`config.mk`:
```
export PLATFORM = sky130hd
export DESIGN_NAME = imem_loader
export DESIGN_NICKNAME = d
export VERILOG_FILES = /design/src/rtl/imem_loader.sv
export SDC_FILE = /design/constraint.sdc
export NUM_CORES = 1
export LEC_CHECK = 0
export CORE_MARGIN = 2
export CORE_UTILIZATION = 51
export CTS_CLUSTER_DIAMETER = 50
export DETAILED_ROUTE_END_ITERATION = 8
export GPL_TIMING_DRIVEN = 0
export PLACE_DENSITY_LB_ADDON = 0.15
export SLEW_MARGIN = 0
export SYNTH_ARGS = -nofsm -noshare
export SYNTH_HDL_FRONTEND = slang
export SYNTH_SLANG_ARGS = --single-unit
```
`constraint.sdc`:
```
create_clock -name clk -period 3.1 [get_ports clk]
set_input_delay 0.62 -clock clk [delete_from_list [all_inputs] [get_ports clk]]
set_output_delay 0.62 -clock clk [all_outputs]
set_load 0.1 [all_outputs]
```
`src/rtl/imem_loader.sv`:
```
// Boot loader: assembles a little-endian byte stream into 32-bit words and writes them to instruction memory,
// holding the core in reset until the image is complete. Optional macro: IMEM_LOADER_CHECKSUM_EN (trailing XOR byte).
module imem_loader #(
   parameter int          DEPTH_WORDS = 256,
   parameter logic [31:0] BASE_ADDR   = 32'h0000_0000
) (
   input  logic        clk,
   input  logic        reset,
   input  logic        in_valid,
   output logic        in_ready,
   input  logic [7:0]  in_byte,
   input  logic        in_last,
   output logic        imem_we,
   output logic [31:0] imem_addr,
   output logic [31:0] imem_wdata,
   output logic        core_reset,
   output logic        done,
   output logic        error,
   output logic [15:0] words_loaded
);

   // state    | meaning
   // ST_LOAD  | accepting image bytes, core held in reset
   // ST_DONE  | image complete, core released
   // ST_ERROR | overflow or checksum mismatch, core held in reset
   typedef enum logic [1:0] {ST_LOAD, ST_DONE, ST_ERROR} state_t;

   localparam logic [15:0] DEPTH_W = 16'(DEPTH_WORDS);

   state_t      state_q, state_d;
   logic [1:0]  lane_q, lane_d;
   logic [31:0] word_q, word_d, word_cur;
   logic [7:0]  xor_q, xor_d;
   logic        is_data, overflow, complete;
   logic        in_ready_d, imem_we_d, core_reset_d, done_d, error_d;
   logic [31:0] imem_addr_d, imem_wdata_d;
   logic [15:0] words_loaded_d;

   always_comb begin
      state_d        = state_q;
      lane_d         = lane_q;
      word_d         = word_q;
      xor_d          = xor_q;
      word_cur       = word_q;
      imem_we_d      = 1'b0;
      imem_addr_d    = imem_addr;
      imem_wdata_d   = imem_wdata;
      words_loaded_d = words_loaded;
`ifdef IMEM_LOADER_CHECKSUM_EN
      is_data        = !in_last;
`else
      is_data        = 1'b1;
`endif
      overflow       = is_data && (lane_q == 2'd0) && (words_loaded == DEPTH_W);
      complete       = 1'b0;

      if (state_q == ST_LOAD && in_valid && in_ready) begin
         if (overflow) begin
            state_d = ST_ERROR;
         end else begin
            if (is_data) begin
               word_cur[{lane_q, 3'b000} +: 8] = in_byte;
               xor_d    = xor_q ^ in_byte;
               lane_d   = lane_q + 2'd1;
               complete = (lane_q == 2'd3) || in_last;
            end else begin
               // trailing checksum byte only flushes a partially filled word
               complete = (lane_q != 2'd0);
            end
            word_d = word_cur;
            if (complete) begin
               imem_we_d      = 1'b1;
               imem_addr_d    = BASE_ADDR + {14'd0, words_loaded, 2'b00};
               imem_wdata_d   = word_cur;
               words_loaded_d = words_loaded + 16'd1;
               word_d         = 32'd0;
               lane_d         = 2'd0;
            end
            if (in_last) begin
`ifdef IMEM_LOADER_CHECKSUM_EN
               state_d = (in_byte == xor_q) ? ST_DONE : ST_ERROR;
`else
               state_d = ST_DONE;
`endif
            end
         end
      end

      in_ready_d   = (state_d == ST_LOAD);
      core_reset_d = (state_d != ST_DONE);
      done_d       = (state_d == ST_DONE);
      error_d      = (state_d == ST_ERROR);
   end

   always_ff @(posedge clk) begin
      if (reset) begin
         state_q      <= ST_LOAD;
         lane_q       <= 2'd0;
         word_q       <= 32'd0;
         xor_q        <= 8'd0;
         in_ready     <= 1'b0;
         imem_we      <= 1'b0;
         imem_addr    <= 32'd0;
         imem_wdata   <= 32'd0;
         core_reset   <= 1'b1;
         done         <= 1'b0;
         error        <= 1'b0;
         words_loaded <= 16'd0;
      end else begin
         state_q      <= state_d;
         lane_q       <= lane_d;
         word_q       <= word_d;
         xor_q        <= xor_d;
         in_ready     <= in_ready_d;
         imem_we      <= imem_we_d;
         imem_addr    <= imem_addr_d;
         imem_wdata   <= imem_wdata_d;
         core_reset   <= core_reset_d;
         done         <= done_d;
         error        <= error_d;
         words_loaded <= words_loaded_d;
      end
   end

endmodule

```
Word level (Yosys, flattened, before mapping)
Cells that the tools add are included.
Widths: inputs -> output; s select.
{"block": "op_classes", "eq_ne": 5, "n_mux": 9, "bitwise": 2, "shift": 2, "n_addsub": 3, "reduce_logical": 10}
{"cell": "$bwmux 32", "count": 1}
{"cell": "$mux 32", "count": 1}
{"cell": "$shift 8x7->32 const A", "count": 1}
{"cell": "$shiftx 8x7->32", "count": 1}
{"cell": "$add 16x1->16 const B", "count": 1}
{"cell": "$eq 16x9->1 const B", "count": 1}
{"cell": "$mux 2", "count": 4}
{"cell": "$neg 5->7", "count": 1}
{"cell": "$logic_not 2->1", "count": 3}
{"cell": "$eq 2x2->1 const B", "count": 2}
{"cell": "$logic_and 1x1->1", "count": 3}
{"cell": "$mux 1", "count": 3}
{"cell": "$reduce_and 3->1", "count": 1}
{"cell": "$reduce_or 3->1", "count": 1}
{"cell": "$add 2x1->2 const B", "count": 1}
{"cell": "$eq 2x1->1 const B", "count": 1}
{"cell": "$ne 2x1->1 const B", "count": 1}
{"cell": "$not 1->1", "count": 2}
{"cell": "$reduce_and 2->1", "count": 1}
{"cell": "$logic_or 1x1->1", "count": 1}
{"block": "totals", "out_inout_bits": 85, "in_bits": 12, "regBits": 105}

Logic depth before layout (Yosys ltp)
Gate-level depths: netlist (run 1).
{"block": "logic_depth", "ltp_word": 5, "mapped_depth": 7, "depth_no_buf": 6}

Worst setup path before layout (run 1)
OpenSTA, ideal clock, no wires.
{"block": "synth_path", "path_type": "reg-to-reg", "start": "reg words_loaded[0]", "end": "reg core_reset", "path_slack_ns": 0.449, "setup_ns": 0.127, "path_stages_with_launch": 7, "period_less_slack_ns": 2.651, "required_ns": 2.973, "t_arrival_ns": 2.524, "cell_sequence": "dfxtp_1 -> inv_1 -> ha_1 -> nor4b_1 -> a41oi_1 -> a21oi_1 -> or3_1"}
{"block": "synth_between", "elab_chain_cells": 5}
{"item": "start, declared", "line": "19", "rtl": "output logic [15:0] words_loaded"}
{"item": "start signal, assigned", "line": "121", "rtl": "words_loaded <= words_loaded_d;"}
{"item": "$eq 16x9->1", "line": "54", "rtl": "overflow = is_data && (lane_q == 2'd0) && (words_loaded == DEPTH_W);"}
{"item": "$logic_and 1x1->1", "line": "54"}
{"item": "$mux 2", "line": "58", "rtl": "if (overflow) begin"}
{"item": "$mux 2", "line": "57", "rtl": "if (state_q == ST_LOAD && in_valid && in_ready) begin"}
{"item": "$ne 2x1->1", "line": "90", "rtl": "core_reset_d = (state_d != ST_DONE);"}
{"item": "end signal, assigned", "line": "118", "rtl": "core_reset <= core_reset_d;"}
{"item": "end, declared", "line": "16", "rtl": "output logic core_reset,"}
No other way between the ends.
A chain may end at the register's enable or synchronous reset.

Final worst setup path (run 1)
{"block": "layout_path", "start": "reg lane_q[0]", "end": "reg imem_wdata[12]"}
{"block": "layout_between", "elab_chain_cells": 5, "word_cells_on_any_way": 12, "classes_between": "add/sub: 1; eq/ne: 1; shift: 2; mux: 3; bitwise: 1; reduce/logical: 4"}
{"item": "start, declared", "line": "31", "rtl": "logic [1:0] lane_q, lane_d;"}
{"item": "start signal, assigned", "line": "111", "rtl": "lane_q <= lane_d;"}
{"item": "parallel branches: the longest is 5 deep, another holds $neg 5->7"}
{"item": "end signal, assigned", "line": "117", "rtl": "imem_wdata <= imem_wdata_d;"}
{"item": "end, declared", "line": "15", "rtl": "output logic [31:0] imem_wdata,"}
Parallel ways; which one is timed is not known. The select of a mux whose other input is x is not followed.

==> summary.md, run 1 <==
| Metric | Value |
|---|---|
| Result of the run | `complete, no violations` |
| Reg2Reg Capture Point | `imem_wdata[12]` |
| Most used cells in the layout excluding fill and tap cells | `105 x sky130_fd_sc_hd__dfxtp_1, 91 x sky130_fd_sc_hd__a21oi_1, 79 x sky130_fd_sc_hd__clkdlybuf4s50_1, 35 x sky130_fd_sc_hd__nand3_1, 31 x sky130_fd_sc_hd__clkbuf_1` |
| Maximum level of the CTS H-tree | `3` |
| Final RePlAce weighted congestion | `0.836` |
| First-pass GRT wire length | `20.7 mm` |
| Worst Setup Start Kind | `flip-flop` |
| Vias in the first global route | `4123` |
| Critical path, cell by cell | `inv_1 > ha_1 > or4b_2 > nor4_4 > nor2_1 > buf_2 > a211oi_2` |
| Minimum setup slack among reg-to-reg paths | `310 ps` |
| Required time at the worst-slack endpoint | `3380 ps` |
| Number of antenna violations at the first check in global routing | `0` |
| Cell at the slowest stage of the critical path | `sky130_fd_sc_hd__or4b_2` |
| # DRC | `0` |
| Placement-stage cell area | `5700 µm²` |
| Share of the synthesized netlist area taken by xor and xnor gates | `0.930%` |
| Synthesis-to-layout area growth | `25.7%` |
| Total negative setup slack | `0 ps` |
| Mapped Avg Cell Area | `8.90 µm²` |
| Simple-gate share of the synthesized area | `19.9%` |
| Post-cts repair resize count | `0` |
| Clock network fraction of design power | `33.2%` |
| Clock insertion delay at the later pin of the skew report | `380 ps` |
| Final hold viol count | `0` |
| R2r startpoint | `lane_q[0]` |
| I/O Buffers | `79` |
| PD cells | `491 nW/µm²` |
| Fraction of final layout cells sized beyond drive strength 1 | `11.1%` |
| Sinks on Clock Net | `105` |
| CP Capture Type | `flip-flop` |
| Reg power frac | `48.1%` |
| Die Footprint | `10000 µm²` |
| Largest driver fanout on the critical path | `10` |
| Area of all placed cells without fillers | `5920 µm²` |
| Critical path startpoint | `lane_q[0]` |
| Core area | `9110 µm²` |
| Setup repair after global routing missed its margin | `false` |
| Initial cell density of the core | `51.7%` |
| Mapped Area | `4710 µm²` |
| Final-report setup violation count | `0` |
| Dominant combinational cell family by area after synthesis | `compound AO/OA/AOI/OAI gates` |
| Yosys warning total | `0` |
| Root buf cell | `sky130_fd_sc_hd__clkbuf_8` |
| Number of standard-cell rows in the floorplan | `35` |
| Tcrit/Tclk final | `90.1%` |
| Cell-internal power | `1.97 mW` |
| Global route overflow | `0` |
| Vias | `4312` |
| Share of the synthesized area in compound gates (AO/OA/AOI/OAI) | `24.2%` |
| Total half-perimeter wirelength after legalization and detailed placement | `9.08 mm` |
| Average wire per cell in the routed design | `16.9 µm` |
| Pin count of the biggest net entering global routing | `19` |
| Share of the yosys chip area belonging to registers | `44.6%` |
| Final Core Density | `65.0%` |
| Flip-flop and latch count after synthesis | `105` |
| DRT Pass-1 Iters | `5` |
| Clock tree from TritonCTS | `yes` |
| Cells on worst reg2reg path | `7` |
| Post-Synthesis Cells | `529` |
| Total Routed Length | `12.7 mm` |
| Setup CP Type | `flip-flop to flip-flop` |
| Multiplexer fraction of the synthesized cell area | `0.956%` |
| DRC marker count from the first detailed-route iteration | `357` |
| DR vias/cell | `5.75` |
| Leading cell types by total area after synthesis | `sky130_fd_sc_hd__dfxtp_1 45%, sky130_fd_sc_hd__a21oi_1 9.7%, sky130_fd_sc_hd__a211oi_2 5.3%` |
| Worst hold-check path type | `flip-flop to flip-flop` |
| Number of diodes added for antenna fixing | `0` |
| Adder-cell share of the synthesized area | `2.13%` |
| Largest voltage drop on the vdd net | `0.299 mV` |
| Fraction of power consumed by combinational cells | `18.7%` |
| Worst path arrival time | `3080 ps` |
| Deepest clock path buffer count | `2` |
| Maximum clock rate | `358 MHz` |
| Net switching power | `0.938 mW` |
| Clock slew seen by the registers of the worst setup and hold paths | `100 ps` |
| CTS buffer count | `9` |
| Switching Fraction | `32.3%` |
| LEAKAGE | `2.07 nW` |
| Sum of internal, switching and leakage power | `2.91 mW` |
| Slew HR | `34.3%` |
| Unique cell type count in the Yosys netlist | `46` |
| Portion of synthesized cell area occupied by the leading cell type | `44.6%` |
| Cell type with the largest total area after synthesis | `sky130_fd_sc_hd__dfxtp_1` |
| Vertical die dimension | `100 µm` |
| Final min period | `2790 ps` |
| Number of nets in the layout | `654` |
| Most frequent standard cell in the layout excluding fill and tap cells | `sky130_fd_sc_hd__dfxtp_1` |
| Remaining antenna violation count after routing | `0` |
| Die Wd | `100 µm` |
| Gr usage total | `26.0%` |
| Least-Margin Pin Slew | `983 ps` |
| Maximum capacitance violations | `0` |
| Cts-stage hold buffer count | `0` |
| Worst setup path endpoint | `imem_wdata[12]` |
| CP max stage delay | `680 ps` |
| Number of pins exceeding their max-slew limit in the final report | `0` |
| Clk_skew | `14.9 ps` |
| Filler cell count | `795` |
| Number of buffers inserted to repair setup after CTS | `0` |
| Count of pins on the block boundary | `97` |
## layout make-up
type,count,area [µm²],share of cell area (%)
plain buffers,58,297,5.01
clock buffers,9,124,2.09
clock inverters,7,101,1.71
inverters,11,41.3,0.697
multi-input cells,370,2330,39.3
flip-flops and latches,105,2100,35.5
well taps,111,139,2.35
repair buffers,79,791,13.4
## per-stage QoR
step	setup WS [ps]	hold slack, ps	std cells
after detailed placement	259	441	734
after floorplan	449	425	544
after global routing	9.50	480	750
after CTS	315	463	750
final	307	461	750
after global placement	308	436	734
## worst min-delay path by stage
stage / startpoint / end / slack (ps) / depth (start not counted)
after CTS: word_q[6] / word_q[6] / 460 / 2
after global placement: word_q[15] / word_q[15] / 440 / 1
after detailed placement: word_q[26] / word_q[26] / 440 / 1
after floorplan: word_q[10] / word_q[10] / 420 / 1
final: word_q[13] / word_q[13] / 460 / 2
after global routing: word_q[26] / word_q[26] / 480 / 1
## flip-flops by register name, indices dropped and copies added (netlist names), named ones only
register and count:
core_reset 1, done 1, error 1, imem_addr 16, imem_wdata 32, imem_we 1
in_ready 1, lane_q 2, state_q 1, word_q 32, words_loaded 16
## cells in the mapped netlist (all sizes together)
cell type / count
xor2: 4
a41oi: 1
a21o: 2
o22ai: 4
and4b: 1
buf: 27
or4: 5
nand4bb: 1
nand3b: 1
dfxtp: 105
inv: 11
o31ai: 4
a21oi: 91
o41ai: 1
nand2: 24
o21ai: 19
nor4: 4
or4b: 3
and2: 1
clkbuf: 31
nand3: 35
and3: 3
and4: 1
nor3: 29
xnor2: 1
mux2: 4
nor2: 16
or3b: 1
nor3b: 2
nor2b: 24
a211oi: 20
or3: 3
o2bb2ai: 20
nor4bb: 2
nor4b: 4
nand4: 6
conb: 1
ha: 8
a22o: 8
or2: 1
## kinds of logic after synthesis
kind of cell / count (synthesis)
AND/OR/NAND/NOR: 167
flip-flops: 105
multiplexers: 4
adder cells (fa/ha/maj): 8
buffers and inverters: 69
other: 1
XOR/XNOR: 5
AO/OA/AOI/OAI: 170
## power groups by stage
stage	clock network, mW	registers (mW)	logic [mW]
after floorplan	0	1.61	0.243
after global placement	0	1.43	0.535
after detailed placement	0	1.43	0.541
after CTS	0.977	1.40	0.542
after global routing	1.02	1.40	0.571
final	0.964	1.40	0.545
## layer usage
metal	track usage, %	vias to the layer above	part of all wire (%)
li1	-	2101	-
met1	34.7	2064	45
met2	43.8	129	48
met3	3.41	18	4.8
met4	8.54	0	1.4
met5	0	-	0
## critical path: cells and delay by family, from the launching register on
kind	cells	cell delay [ps]
DFF	1	410
and+or+nand+nor	3	1300
adders and majority gates	1	300
buffers and inverters	2	430
AOI/OAI and AO/OA	1	260
Note: power is estimated with default switching activity, not from simulation.
==> inputs of run 2 (changes only) <==
==> constraint.sdc (replaced) <==
create_clock -name clk -period 3.1 [get_ports clk]
set_input_delay 0.62 -clock clk [delete_from_list [all_inputs] [get_ports clk]]
set_output_delay 0.62 -clock clk [all_outputs]
set_load 0.05 [all_outputs]
==> results of run 2 <==
The final DEF is identical to that of run 1. Status: complete, no violations.
Main changes from that run: total power 2.91 mW -> 2.77 mW; worst IR drop on VDD 0.299 mV -> 0.296 mV
==> inputs of run 3 (changes only) <==
- CORE_ASPECT_RATIO: not set -> 2
==> summary.md, run 3 (synthesis results as in run 1) <==
| Metric | Value |
|---|---|
| Number of pins exceeding their max-slew limit in the final report | `0 (unchanged)` |
| Die Footprint | `10100 µm² (+0.47%)` |
| DRC marker count from the first detailed-route iteration | `241 (-32%)` |
| Sinks on Clock Net | `105 (unchanged)` |
| Vertical die dimension | `140 µm (+40%)` |
| Core area | `9010 µm² (-1.1%)` |
| Total half-perimeter wirelength after legalization and detailed placement | `9.89 mm (+8.9%)` |
| Maximum level of the CTS H-tree | `3 (unchanged)` |
| Origin of the worst min-delay path | `word_q[6]` |
| GRT met2 Usage | `46.7% (+2.9 points)` |
| Most used cells in the layout excluding fill and tap cells | `105 x sky130_fd_sc_hd__dfxtp_1, 91 x sky130_fd_sc_hd__a21oi_1, 79 x sky130_fd_sc_hd__clkdlybuf4s50_1, 35 x sky130_fd_sc_hd__nand3_1, 32 x sky130_fd_sc_hd__clkbuf_1` |
| First-pass GRT wire length | `20.9 mm (+0.80%)` |
| Worst Setup Start Kind | `flip-flop` |
| Synthesis-to-layout area growth | `28.0%` |
| CP Capture Type | `flip-flop` |
| Root buf cell | `sky130_fd_sc_hd__clkbuf_16` |
| Slew HR | `45.1%` |
| Minimum setup slack among reg-to-reg paths | `330 ps (+20 ps)` |
| Cts-stage hold buffer count | `0 (unchanged)` |
| Number of buffers inserted to repair setup after CTS | `0 (unchanged)` |
| Filler cell count | `835 (+5.0%)` |
| Result of the run | `complete, no violations` |
| Placement-stage cell area | `5680 µm² (-0.20%)` |
| Met3 GRT Util | `3.74% (+0.33 points)` |
| Hold-critical path depth | `2 (unchanged)` |
| Final hold viol count | `0 (unchanged)` |
| Gr usage total | `26.4% (+0.42 points)` |
| Tcrit/Tclk final | `89.4% (-0.72 points)` |
| Number of antenna violations at the first check in global routing | `0 (unchanged)` |
| Largest voltage drop on the vdd net | `0.473 mV` |
| Least-Margin Pin Slew | `812 ps` |
| Pin count of the biggest net entering global routing | `17 (-2)` |
| Count of pins on the block boundary | `97 (unchanged)` |
| Maximum clock rate | `361 MHz (+0.80%)` |
| Worst hold-check path type | `flip-flop to flip-flop` |
| Reg2Reg Capture Point | `imem_wdata[30]` |
| CP max stage delay | `660 ps (-20 ps)` |
| PD cells | `517 nW/µm²` |
| Cell at the slowest stage of the critical path | `sky130_fd_sc_hd__nor3b_1` |
| Final standard cell count with taps included and fillers excluded | `741 (-1.2%)` |
| Deepest clock path buffer count | `2 (unchanged)` |
| Critical path, cell by cell | `inv_1 > ha_1 > or3b_2 > nor3b_1 > a21oi_1 > a211oi_2` |
| Initial cell density of the core | `52.3% (+0.55 points)` |
| Total negative setup slack | `0 ps (unchanged)` |
| Setup CP Type | `flip-flop to flip-flop` |
| Most frequent standard cell in the layout excluding fill and tap cells | `sky130_fd_sc_hd__dfxtp_1` |
| Post-cts repair resize count | `0 (unchanged)` |
| Post-placement cell count | `725 (-1.2%)` |
| Final min period | `2770 ps (-22.3 ps)` |
| DR vias/cell | `5.92 (+2.9%)` |
| Clock slew seen by the registers of the worst setup and hold paths | `70 ps (-30 ps)` |
| Fraction of final layout cells sized beyond drive strength 1 | `11.0% (-0.16 points)` |
| I/O Buffers | `79 (unchanged)` |
| Registers with the highest flip-flop counts | `imem_wdata x32, word_q x32` |
| Largest driver fanout on the critical path | `9 (-1)` |
| Number of diodes added for antenna fixing | `0 (unchanged)` |
| # DRC | `0 (unchanged)` |
| Met1 usage | `27.6% (-7.2 points)` |
| Final RePlAce weighted congestion | `0.894 (+7.0%)` |
| Vias in the first global route | `4228 (+2.5%)` |
| Vias | `4384 (+1.7%)` |
| Area of all placed cells without fillers | `6030 µm² (+1.8%)` |
| Setup repair after global routing missed its margin | `false` |
| Remaining antenna violation count after routing | `0 (unchanged)` |
| Cells on worst reg2reg path | `6 (-1)` |
| Endpoint of the worst hold path | `word_q[6]` |
| Number of nets in the layout | `654 (unchanged)` |
| Total Routed Length | `13.0 mm (+2.2%)` |
| Clock insertion delay at the later pin of the skew report | `350 ps (-30 ps)` |
| DRT Pass-1 Iters | `5 (unchanged)` |
| LEAKAGE | `2.12 nW (+2.6%)` |
| Number of standard-cell rows in the floorplan | `49 (+40%)` |
| Global route overflow | `0 (unchanged)` |
| Worst path arrival time | `3030 ps (-50 ps)` |
| Clk_skew | `8.58 ps (-6.28 ps)` |
| Die Wd | `72.0 µm (-28%)` |
| Final-report setup violation count | `0 (unchanged)` |
| CTS buffer count | `9 (unchanged)` |
| Average wire per cell in the routed design | `17.5 µm (+3.4%)` |
| Required time at the worst-slack endpoint | `3360 ps (-20 ps)` |
| R2r startpoint | `lane_q[0]` |
| Clock tree from TritonCTS | `yes` |
| Most Crowded Layer GR | `met2` |
| Maximum capacitance violations | `0 (unchanged)` |
-- run 3: per-layer routing --
metal	wire, µm	vias to the layer above
met5	0	-
met4	867	0
met3	663	53
met2	6910	178
met1	4540	2047
li1	-	2106
-- run 3: worst max path at each step --
stage               startpoint                to  slack [ps]  cells after the start
2_1_floorplan  words_loaded[8]        word_q[19]         830                      5
3_3_place_gp          in_valid  words_loaded[13]         260                      6
3_5_place_dp          in_valid  words_loaded[13]         240                      6
4_1_cts              lane_q[0]    imem_wdata[22]         360                      7
5_1_grt              lane_q[0]    imem_wdata[31]         100                      6
6_report             lane_q[0]    imem_wdata[30]         330                      6
-- run 3: report_power, final --
group          internal [mW]  total, mW  leakage, nW  switching, mW
combinational          0.127      0.407         1.10          0.280
sequential              1.38       1.40        0.850         0.0192
clock                  0.810       1.31        0.166          0.499
-- run 3: cell type report --
cell class / instances / area, µm² / area share (%)
buffer: 58 / 297 / 4.92
clock buffer: 11 / 243 / 4.03
clock inverter: 5 / 103 / 1.70
inverter: 11 / 41.3 / 0.685
multi-input combinational: 370 / 2330 / 38.6
sequential: 105 / 2100 / 34.9
tap: 102 / 128 / 2.12
timing repair buffer: 79 / 791 / 13.1
-- run 3: metrics by stage --
stage	power, mW	hold slack (ps)	setup WS [ps]	util [%]
6_report	3.11	455	329	66.9
4_1_cts	3.12	456	358	66.9
3_5_place_dp	1.83	444	243	63.1
5_1_grt	3.20	471	102	66.9
2_1_floorplan	1.71	425	827	-
3_3_place_gp	1.83	436	260	63.1
-- run 3: critical path: cells and delay by family, from the launching register on --
kind,cells,cell delay [ps]
compound gates,2,490
buf+inv,1,160
flops,1,500
fa+ha+maj,1,380
simple gates,2,1160
